$ cat src/rtl/breakout_pkg.sv
// Shared definitions for the block_state row-store control path.
package breakout_pkg;

  localparam int LINE_W       = 13;
  localparam int NUM_ROWS_DEF = 16;

  typedef enum logic [1:0] {
    IDLE  = 2'd0,
    ALIGN = 2'd1,
    FILL  = 2'd2
  } bsa_state_e;

endpackage

$ cat src/rtl/bsa_spi_buffer.sv
// One-entry holding register for SPI host requests to the row store.
module bsa_spi_buffer
  import breakout_pkg::*;
(
  input  logic              clk,
  input  logic              nRst,
  input  logic              valid_i,
  input  logic              write_i,
  input  logic              shift_i,
  input  logic [LINE_W-1:0] line_i,
  output logic              ready_o,
  input  logic              pop_i,
  output logic              full_o,
  output logic              write_o,
  output logic              shift_o,
  output logic [LINE_W-1:0] line_o
);

  logic              full_q;
  logic              write_q;
  logic              shift_q;
  logic [LINE_W-1:0] line_q;
  logic              push;

  assign ready_o = !full_q;
  // A request that neither writes nor shifts is consumed without occupying the slot.
  assign push    = valid_i && !full_q && (write_i || shift_i);

  assign full_o  = full_q;
  assign write_o = write_q;
  assign shift_o = shift_q;
  assign line_o  = line_q;

  // Capture on handshake, release when the arbiter issues the held request.
  always_ff @(posedge clk or negedge nRst) begin
    if (!nRst) begin
      full_q  <= 1'b0;
      write_q <= 1'b0;
      shift_q <= 1'b0;
      line_q  <= '0;
    end else if (push) begin
      full_q  <= 1'b1;
      write_q <= write_i;
      shift_q <= shift_i;
      line_q  <= line_i;
    end else if (pop_i) begin
      full_q  <= 1'b0;
    end
  end

endmodule

$ cat src/rtl/block_state_arbiter.sv
// Arbitrates painter, frame re-alignment, level fill and SPI access to the
// circular block_state row store, and tracks which row sits at the head.
module block_state_arbiter
  import breakout_pkg::*;
#(
  parameter int NUM_ROWS = NUM_ROWS_DEF
) (
  input  logic                        clk,
  input  logic                        nRst,
  input  logic                        frame_pulse,
  input  logic                        vblank,
  input  logic                        pnt_next,
  input  logic                        pnt_write,
  input  logic [LINE_W-1:0]           pnt_line,
  input  logic                        spi_valid,
  output logic                        spi_ready,
  input  logic                        spi_write,
  input  logic                        spi_shift,
  input  logic [LINE_W-1:0]           spi_line,
  input  logic                        fill_req,
  input  logic [LINE_W-1:0]           fill_pattern,
  output logic                        fill_busy,
  output logic                        next_line,
  output logic                        write_line,
  output logic [LINE_W-1:0]           new_line,
  output logic [$clog2(NUM_ROWS)-1:0] head_idx,
  output logic                        conflict
);

  localparam int               IDX_W    = $clog2(NUM_ROWS);
  localparam logic [IDX_W-1:0] LAST_ROW = IDX_W'(NUM_ROWS - 1);

  bsa_state_e        state_q;
  logic [IDX_W-1:0]  head_q, head_d;
  logic [IDX_W-1:0]  row_q;
  logic              fill_lat_q;
  logic [LINE_W-1:0] fill_pat_q;
  logic              conflict_q;

  logic              pnt_req;
  logic              fill_issue;
  logic              spi_pop;
  logic              buf_full, buf_write, buf_shift;
  logic [LINE_W-1:0] buf_line;

  bsa_spi_buffer u_spi_buf (
    .clk     (clk),
    .nRst    (nRst),
    .valid_i (spi_valid),
    .write_i (spi_write),
    .shift_i (spi_shift),
    .line_i  (spi_line),
    .ready_o (spi_ready),
    .pop_i   (spi_pop),
    .full_o  (buf_full),
    .write_o (buf_write),
    .shift_o (buf_shift),
    .line_o  (buf_line)
  );

  assign pnt_req   = pnt_next || pnt_write;
  assign fill_busy = fill_lat_q || (state_q == FILL);
  assign head_idx  = head_q;
  assign conflict  = conflict_q;
  assign head_d    = !next_line           ? head_q :
                     (head_q == LAST_ROW) ? '0     : head_q + IDX_W'(1);

  // Per-cycle grant: painter, then align, then fill, then a held SPI request.
  always_comb begin
    next_line  = 1'b0;
    write_line = 1'b0;
    new_line   = '0;
    fill_issue = 1'b0;
    spi_pop    = 1'b0;
    if (pnt_req) begin
      next_line  = pnt_next;
      write_line = pnt_write;
      new_line   = pnt_line;
    end else if (state_q == ALIGN) begin
      next_line  = (head_q != '0);
    end else if (state_q == FILL) begin
      next_line  = 1'b1;
      write_line = 1'b1;
      new_line   = fill_pat_q;
      fill_issue = 1'b1;
    end else if (buf_full && vblank && !fill_lat_q) begin
      spi_pop    = 1'b1;
      next_line  = buf_shift;
      write_line = buf_write;
      new_line   = buf_line;
    end
  end

  // Sequencer for re-alignment and level fill, plus the fill request latch.
  always_ff @(posedge clk or negedge nRst) begin
    if (!nRst) begin
      state_q    <= IDLE;
      row_q      <= '0;
      fill_lat_q <= 1'b0;
      fill_pat_q <= '0;
    end else begin
      // The pattern is frozen once writing has started.
      if (fill_req && state_q != FILL) begin
        fill_lat_q <= 1'b1;
        fill_pat_q <= fill_pattern;
      end
      case (state_q)
        IDLE: begin
          if (frame_pulse && head_q != '0) begin
            state_q <= ALIGN;
          end else if (vblank && fill_lat_q && head_q == '0 && !pnt_req) begin
            state_q <= FILL;
            row_q   <= '0;
          end
        end
        ALIGN: begin
          // Also exits without rotating if the painter already brought the head home.
          if (!pnt_req && head_d == '0) state_q <= IDLE;
        end
        FILL: begin
          if (fill_issue) begin
            row_q <= row_q + IDX_W'(1);
            if (row_q == LAST_ROW) begin
              state_q    <= IDLE;
              fill_lat_q <= 1'b0;
            end
          end
        end
        default: state_q <= IDLE;
      endcase
    end
  end

  // Head row tracking and sticky painter-collision flag.
  always_ff @(posedge clk or negedge nRst) begin
    if (!nRst) begin
      head_q     <= '0;
      conflict_q <= 1'b0;
    end else begin
      head_q <= head_d;
      if (pnt_req && state_q != IDLE) conflict_q <= 1'b1;
      else if (frame_pulse)           conflict_q <= 1'b0;
    end
  end

endmodule

$ cat config.mk
export PLATFORM = sky130hd
export DESIGN_NAME = block_state_arbiter
export DESIGN_NICKNAME = d
export VERILOG_FILES = /design/src/rtl/breakout_pkg.sv /design/src/rtl/bsa_spi_buffer.sv /design/src/rtl/block_state_arbiter.sv
export SDC_FILE = /design/constraint.sdc
export NUM_CORES = 1
export LEC_CHECK = 0
export ABC_CLOCK_PERIOD_IN_PS = 3600
export CORE_MARGIN = 3
export CORE_UTILIZATION = 45
export DETAILED_ROUTE_END_ITERATION = 10
export GPL_ROUTABILITY_DRIVEN = 1
export PLACE_DENSITY = 0.8
export SETUP_SLACK_MARGIN = 0.3
export SLEW_MARGIN = 20
export SYNTH_ARGS = -nofsm -noshare
export SYNTH_HDL_FRONTEND = slang
export SYNTH_HIERARCHICAL = 1
export SYNTH_SLANG_ARGS = --single-unit
$ cat constraint.sdc
create_clock -name clk -period 3.6 [get_ports clk]
set_input_delay 0.36 -clock clk [delete_from_list [all_inputs] [get_ports clk]]
set_output_delay 0.36 -clock clk [all_outputs]
set_load 0.01 [all_outputs]
==> metrics.txt, run 1 <==
outcome finished clean; most frequent cells after synthesis dfrtp_1, inv_1, mux2_2; Cell Pwr Density 656 nW/um^2; Worst R2R End state_q[0]; largest net degree at the start of global routing 42; synthesis-stage register bit count 41; peak supply drop 385 uV; # clock sinks 41; CTS Buf Count 5; ANT cells 0; CTS Buffer Depth 2; CTS-repair resized insts 0; Slew Viols, Final 0; Post-CTS Hold Buffers 0; Post-CTS Setup Bufs 0; first-pass GRT wire length 7.86 mm; Antenna Nets Post-Route 0; Yosys warning count 6; clk_skew 5.42 ps; syn avg cell area 12.0 sq um; Netlist cell types 40; fin util 68.9%; Residual DRC 0; largest area contributor in the netlist dfrtp_1; Synthesized Nets 223; buffers added on ports 70; Vias 1635; Clk Tree Root Cell clkbuf_8; Worst Max-Slew Pin Slew 908 ps; HP Class in -> async; Starting Density 49.0%; CP peak stage delay 550 ps; vias in the first global route 1652; core area 4200 sq um; Post-synth EDFFs 0; GR Util All Layers 19.0%; nets 296; setup slack at placement 781 ps; RSZ-0062 raised after global routing false; most used cell along the critical path clkdlybuf4s50_1; final period utilization 78.0%; initial drt markers 98; CTS tree done; Top Ports 71; Clock transition at path regs 80 ps; Layout area overhead 40.7%; Vias per Instance 5.54; Critical Path End Type primary output; reg2reg start head_idx[0]; CTS H-tree lvls 2; Leak 0.00131 uW; Max-Cap Viols 0; fmax 356 MHz; crit-path cells clkdlybuf4s50_1, or2_2, nor2_1, buf_4, a222oi_1, inv_1, clkdlybuf4s50_1; Reg2Reg Depth 7; ys flop type dfrtp_1; Crit Path Category in -> out; GPL Wtd Cong 0.866; Die ar. 5420 sq um; Routed WL per cell 16.2 microns; final hold violations 0; Max FO, Critical Path 15; minimum clock period after layout 2810 ps; dpl hpwl 3.50 mm; final wirelength 4.78 mm; Clock Latency Late Sink 290 ps; crit path max-delay cell type clkdlybuf4s50_1; Synth top area share 49.9%; Reg2Reg Setup Slack 1300 ps; initial antenna violation count 0; largest cells by area after synthesis dfrtp_1, mux2_2, mux2_4, a222oi_1, inv_1; global route overflow 0; critical path startpoint category input pin; WP data required 3240 ps; relative slew slack 39.5%; Crit path arrival time 2450 ps; most frequent cell after synthesis dfrtp_1; share of post-route cells with drive strength above 1 19.2%; Die Wd 73.6 microns; Mapped Area 2060 sq um; Mapped Cells 171; DRT Pass-1 Iters 5; Seq/Total Area, Yosys 49.9%; final setup fails 0; num rows 23; Post-synth ARST share 100%; die boundary height 73.6 microns; Final TNS setup 0 ps; post-route setup slack 792 ps
==> power by group <==
part,internal [uW],switching [uW],leakage (uW)
Combinational,450,303,0.000751
Clock,173,155,0.0000542
Sequential,653,163,0.000501
==> routing by layer <==
layer / up-vias / track usage [%] / part of all wire, %
met1: 783 / 25.0 / 44
met2: 68 / 29.8 / 47
met4: 0 / 4.23 / 0.57
met5: - / 0 / 0
li1: 780 / - / -
met3: 4 / 7.39 / 8.4
==> how the worst max path moves through the flow <==
stage	from	end	slack [ps]	cells after the start
2_1_floorplan	head_idx[0]	state_q[0]	1440	8
3_3_place_gp	pnt_next	new_line[7]	850	7
3_5_place_dp	pnt_next	new_line[4]	780	7
4_1_cts	pnt_next	new_line[4]	760	7
5_1_grt	pnt_next	new_line[7]	590	7
6_report	pnt_next	new_line[4]	790	7
==> stage by stage <==
stage	hold WS (ps)	power (uW)	area [sq um]	instances
3_3_place_gp	478	1550	2790	287
5_1_grt	266	2040	2890	295
2_1_floorplan	64.4	1280	2060	171
4_1_cts	226	1910	2890	295
3_5_place_dp	486	1580	2790	287
6_report	200	1900	2890	295
==> critical path: cells and delay by family <==
kind | cells | cell delay, ps
AND/OR/NAND/NOR | 2 | 450
AO/OA/AOI/OAI | 1 | 310
buffers and inverters | 4 | 1320
==> state kept, by name, summed over array words and instances (netlist names) <==
| register | count |
|---|---|
| conflict | 1 |
| u_spi_buf/full_o | 1 |
| state_q | 2 |
| fill_lat_q | 1 |
| u_spi_buf/write_o | 1 |
| row_q | 4 |
| head_idx | 4 |
| fill_pat_q | 13 |
| u_spi_buf/shift_o | 1 |
| u_spi_buf/line_o | 13 |
==> cell usage in the layout (no fill, tap or decap), types with 3 or more instances in the layout <==
master and count:
mux2_2 18, mux2_4 10, nand2_1 11, a222oi_1 13, a31oi_1 3, o21ai_0 5, clkbuf_8 7, dfrtp_1 41
nor2_1 6, inv_1 18, ha_1 3, buf_4 3, clkdlybuf4s50_1 69
==> logic make-up after synthesis <==
| logic type | after synthesis | share of synthesized area (%) |
|---|---|---|
| compound gates | 38 | 15.4 |
| xor+xnor | 2 | 0.852 |
| fa+ha+maj | 3 | 1.83 |
| buf+inv | 25 | 5.72 |
| flops | 41 | 49.9 |
| mux | 29 | 17.6 |
| simple gates | 33 | 8.70 |
==> layout make-up <==
| class | count | area [sq um] |
|---|---|---|
| fill | 325 | 1310 |
| sequential | 41 | 1030 |
| multi-input combinational | 105 | 918 |
| timing repair buffer | 73 | 718 |
| clock buffer | 7 | 96.3 |
| inverter | 18 | 67.6 |
| tap | 50 | 62.6 |
| clock inverter | 1 | 5.00 |
Note: power is estimated with default switching activity, not from simulation.
==> run 2: changes to the inputs <==
ABC_CLOCK_PERIOD_IN_PS = 2500   (was 3600)
CORE_UTILIZATION = 41   (was 45)
PLACE_DENSITY = 0.76   (was 0.8)
clock period = 2.5 ns   (was 3.6 ns; I/O delays follow)
==> run 2 against run 1 <==
  * Clock skew about the same
  * Critical path type is now reg -> out
  * Global-route usage fell by 2.3 points
  * Sequential power is 43% higher
  * Critical endpoint is now new_line[8]
  * Routed wire length rose by 6.3%
==> metrics.txt, run 2 (same netlist as run 1, synthesis figures left out) <==
commonest non-fill, non-tap cells in the layout clkdlybuf4s50_1, dfrtp_1, inv_1, mux2_2, buf_4; initial antenna violation count 0; M1 GR Usage 20.1%; initial drt markers 106; Post-CTS Hold Buffers 0; reg2reg start state_q[0]; Gate power share 44.9%; critical path startpoint category flip-flop; cell area after placement 2840 sq um; Die ar. 5900 sq um; relative slew slack 39.6%; Max FO, Critical Path 6; GPL Wtd Cong 0.830; share of post-route cells with drive strength above 1 27.7%; Critical Path End Type primary output; final setup fails 0; Vias 1698; outcome finished clean; Slew Viols, Final 0; Worst Max-Slew Pin Slew 906 ps; Reg2Reg Depth 8; GR Util All Layers 16.8%; # clock sinks 41; CTS H-tree lvls 2; Routed WL per cell 15.5 microns; Top Ports 71; vias in the first global route 1745; nets 312; post-route cell area 3060 sq um; RSZ-0062 raised after global routing true; switching part of the total power 32.8%; register share of total power 40.3%; CTS Buf Count 5; WP data required 2250 ps; Cell Pwr Density 944 nW/um^2; final hold violations 0; Antenna Nets Post-Route 0; Residual DRC 0; first-pass GRT wire length 7.95 mm; peak supply drop 414 uV; DRT Pass-1 Iters 5; Net Sw Power 947 uW; die boundary height 76.8 microns; clk_skew 5.25 ps; buffers added on ports 70; final period utilization 85.4%; Clk Tree Root Cell clkbuf_8; Worst R2R End state_q[0]; CTS Buffer Depth 2; Starting Density 43.0%; fmax 469 MHz; M2 GR Usage 29.1%; Final TNS setup 0 ps; Clock power frac 14.8%; cell internal pwr 1940 uW; minimum clock period after layout 2130 ps; final wirelength 5.08 mm; HP Class in -> async; gr busiest metal met2; Layout area overhead 48.9%; global route overflow 0; Clock Latency Late Sink 280 ps; Vias per Instance 5.19; CTS tree done; Max-Cap Viols 0; largest net degree at the start of global routing 42; core area 4790 sq um; Crit path arrival time 1880 ps; Clock transition at path regs 70 ps; ANT cells 0; num rows 25; Crit Path Category reg -> out; commonest non-fill, non-tap cell in the layout clkdlybuf4s50_1; GR Layer Usage met3 5.16%; Reg2Reg Setup Slack 380 ps; Die Wd 76.8 microns; dpl hpwl 3.44 mm; Leak 0.00142 uW
run 2: cell count changes in the layout (fill, tap and decap cells not counted), moves of 3 or more:
cell / before / now
dfrtp_2: 0 / 4
buf_4: 3 / 14
dlygate4sd2_1: 0 / 8
dfrtp_1: 41 / 37
clkdlybuf4s15_1: 0 / 3
clkdlybuf4s50_1: 69 / 54
buf_6: 0 / 4
run 2: metal layers:
layer | vias up | part of all wire [%]
met5 | - | 0
met4 | 0 | 1.3
met3 | 6 | 6.0
met2 | 61 | 51
met1 | 819 | 42
li1 | 812 | -
run 2: how the worst max path moves through the flow:
stage | start | end | slack [ps] | depth (start not counted)
2_1_floorplan | head_idx[0] | state_q[0] | 340 | 8
3_3_place_gp | vblank | state_q[0] | 90 | 6
3_5_place_dp | vblank | state_q[0] | 110 | 6
4_1_cts | head_idx[0] | next_line | 160 | 6
5_1_grt | state_q[0] | new_line[2] | 250 | 7
6_report | state_q[0] | new_line[8] | 370 | 7
run 2: timing repair:
action | CTS | global route
endpoints found under the setup margin | 15 | 10
pin swaps | 6 | 12
buffers inserted | 7 | 5
resized for setup | 25 | 16
gates cloned | 0 | 1
run 2: layout make-up:
type                       count  area (sq um)
fill                         400          1720
sequential                    41          1030
multi-input combinational    105           966
timing repair buffer          89           828
clock buffer                   7          86.3
tap                           67          83.8
inverter                      18          67.6
run 2: worst max-delay path, stage by stage, from the launching register on:
cell,delay (ps)
dfrtp_2,430
xnor2_2,140
nand2_1,110
nor3_4,60
buf_2,180
a222oi_1,330
inv_1,70
dlygate4sd2_1,280
run 2: power by group through the flow:
stage | Clock, uW | Combinational, uW | Sequential, uW
floorplan | 0 | 701 | 1140
global placement | 0 | 1060 | 1170
detailed placement | 0 | 1080 | 1180
CTS | 440 | 1180 | 1170
global route | 469 | 1420 | 1200
finish | 428 | 1300 | 1170
run 2: per-stage QoR:
| step | std cells | hold slack (ps) | worst slack [ps] | util (%) | total power (uW) |
|---|---|---|---|---|---|
| final | 327 | 95.2 | 366 | 64.0 | 2890 |
| after CTS | 321 | 119 | 164 | 62.6 | 2790 |
| after floorplan | 171 | -45.6 | 340 | - | 1840 |
| after detailed placement | 307 | 424 | 106 | 59.3 | 2260 |
| after global routing | 327 | 157 | 248 | 64.0 | 3090 |
| after global placement | 307 | 428 | 92.8 | 59.3 | 2240 |
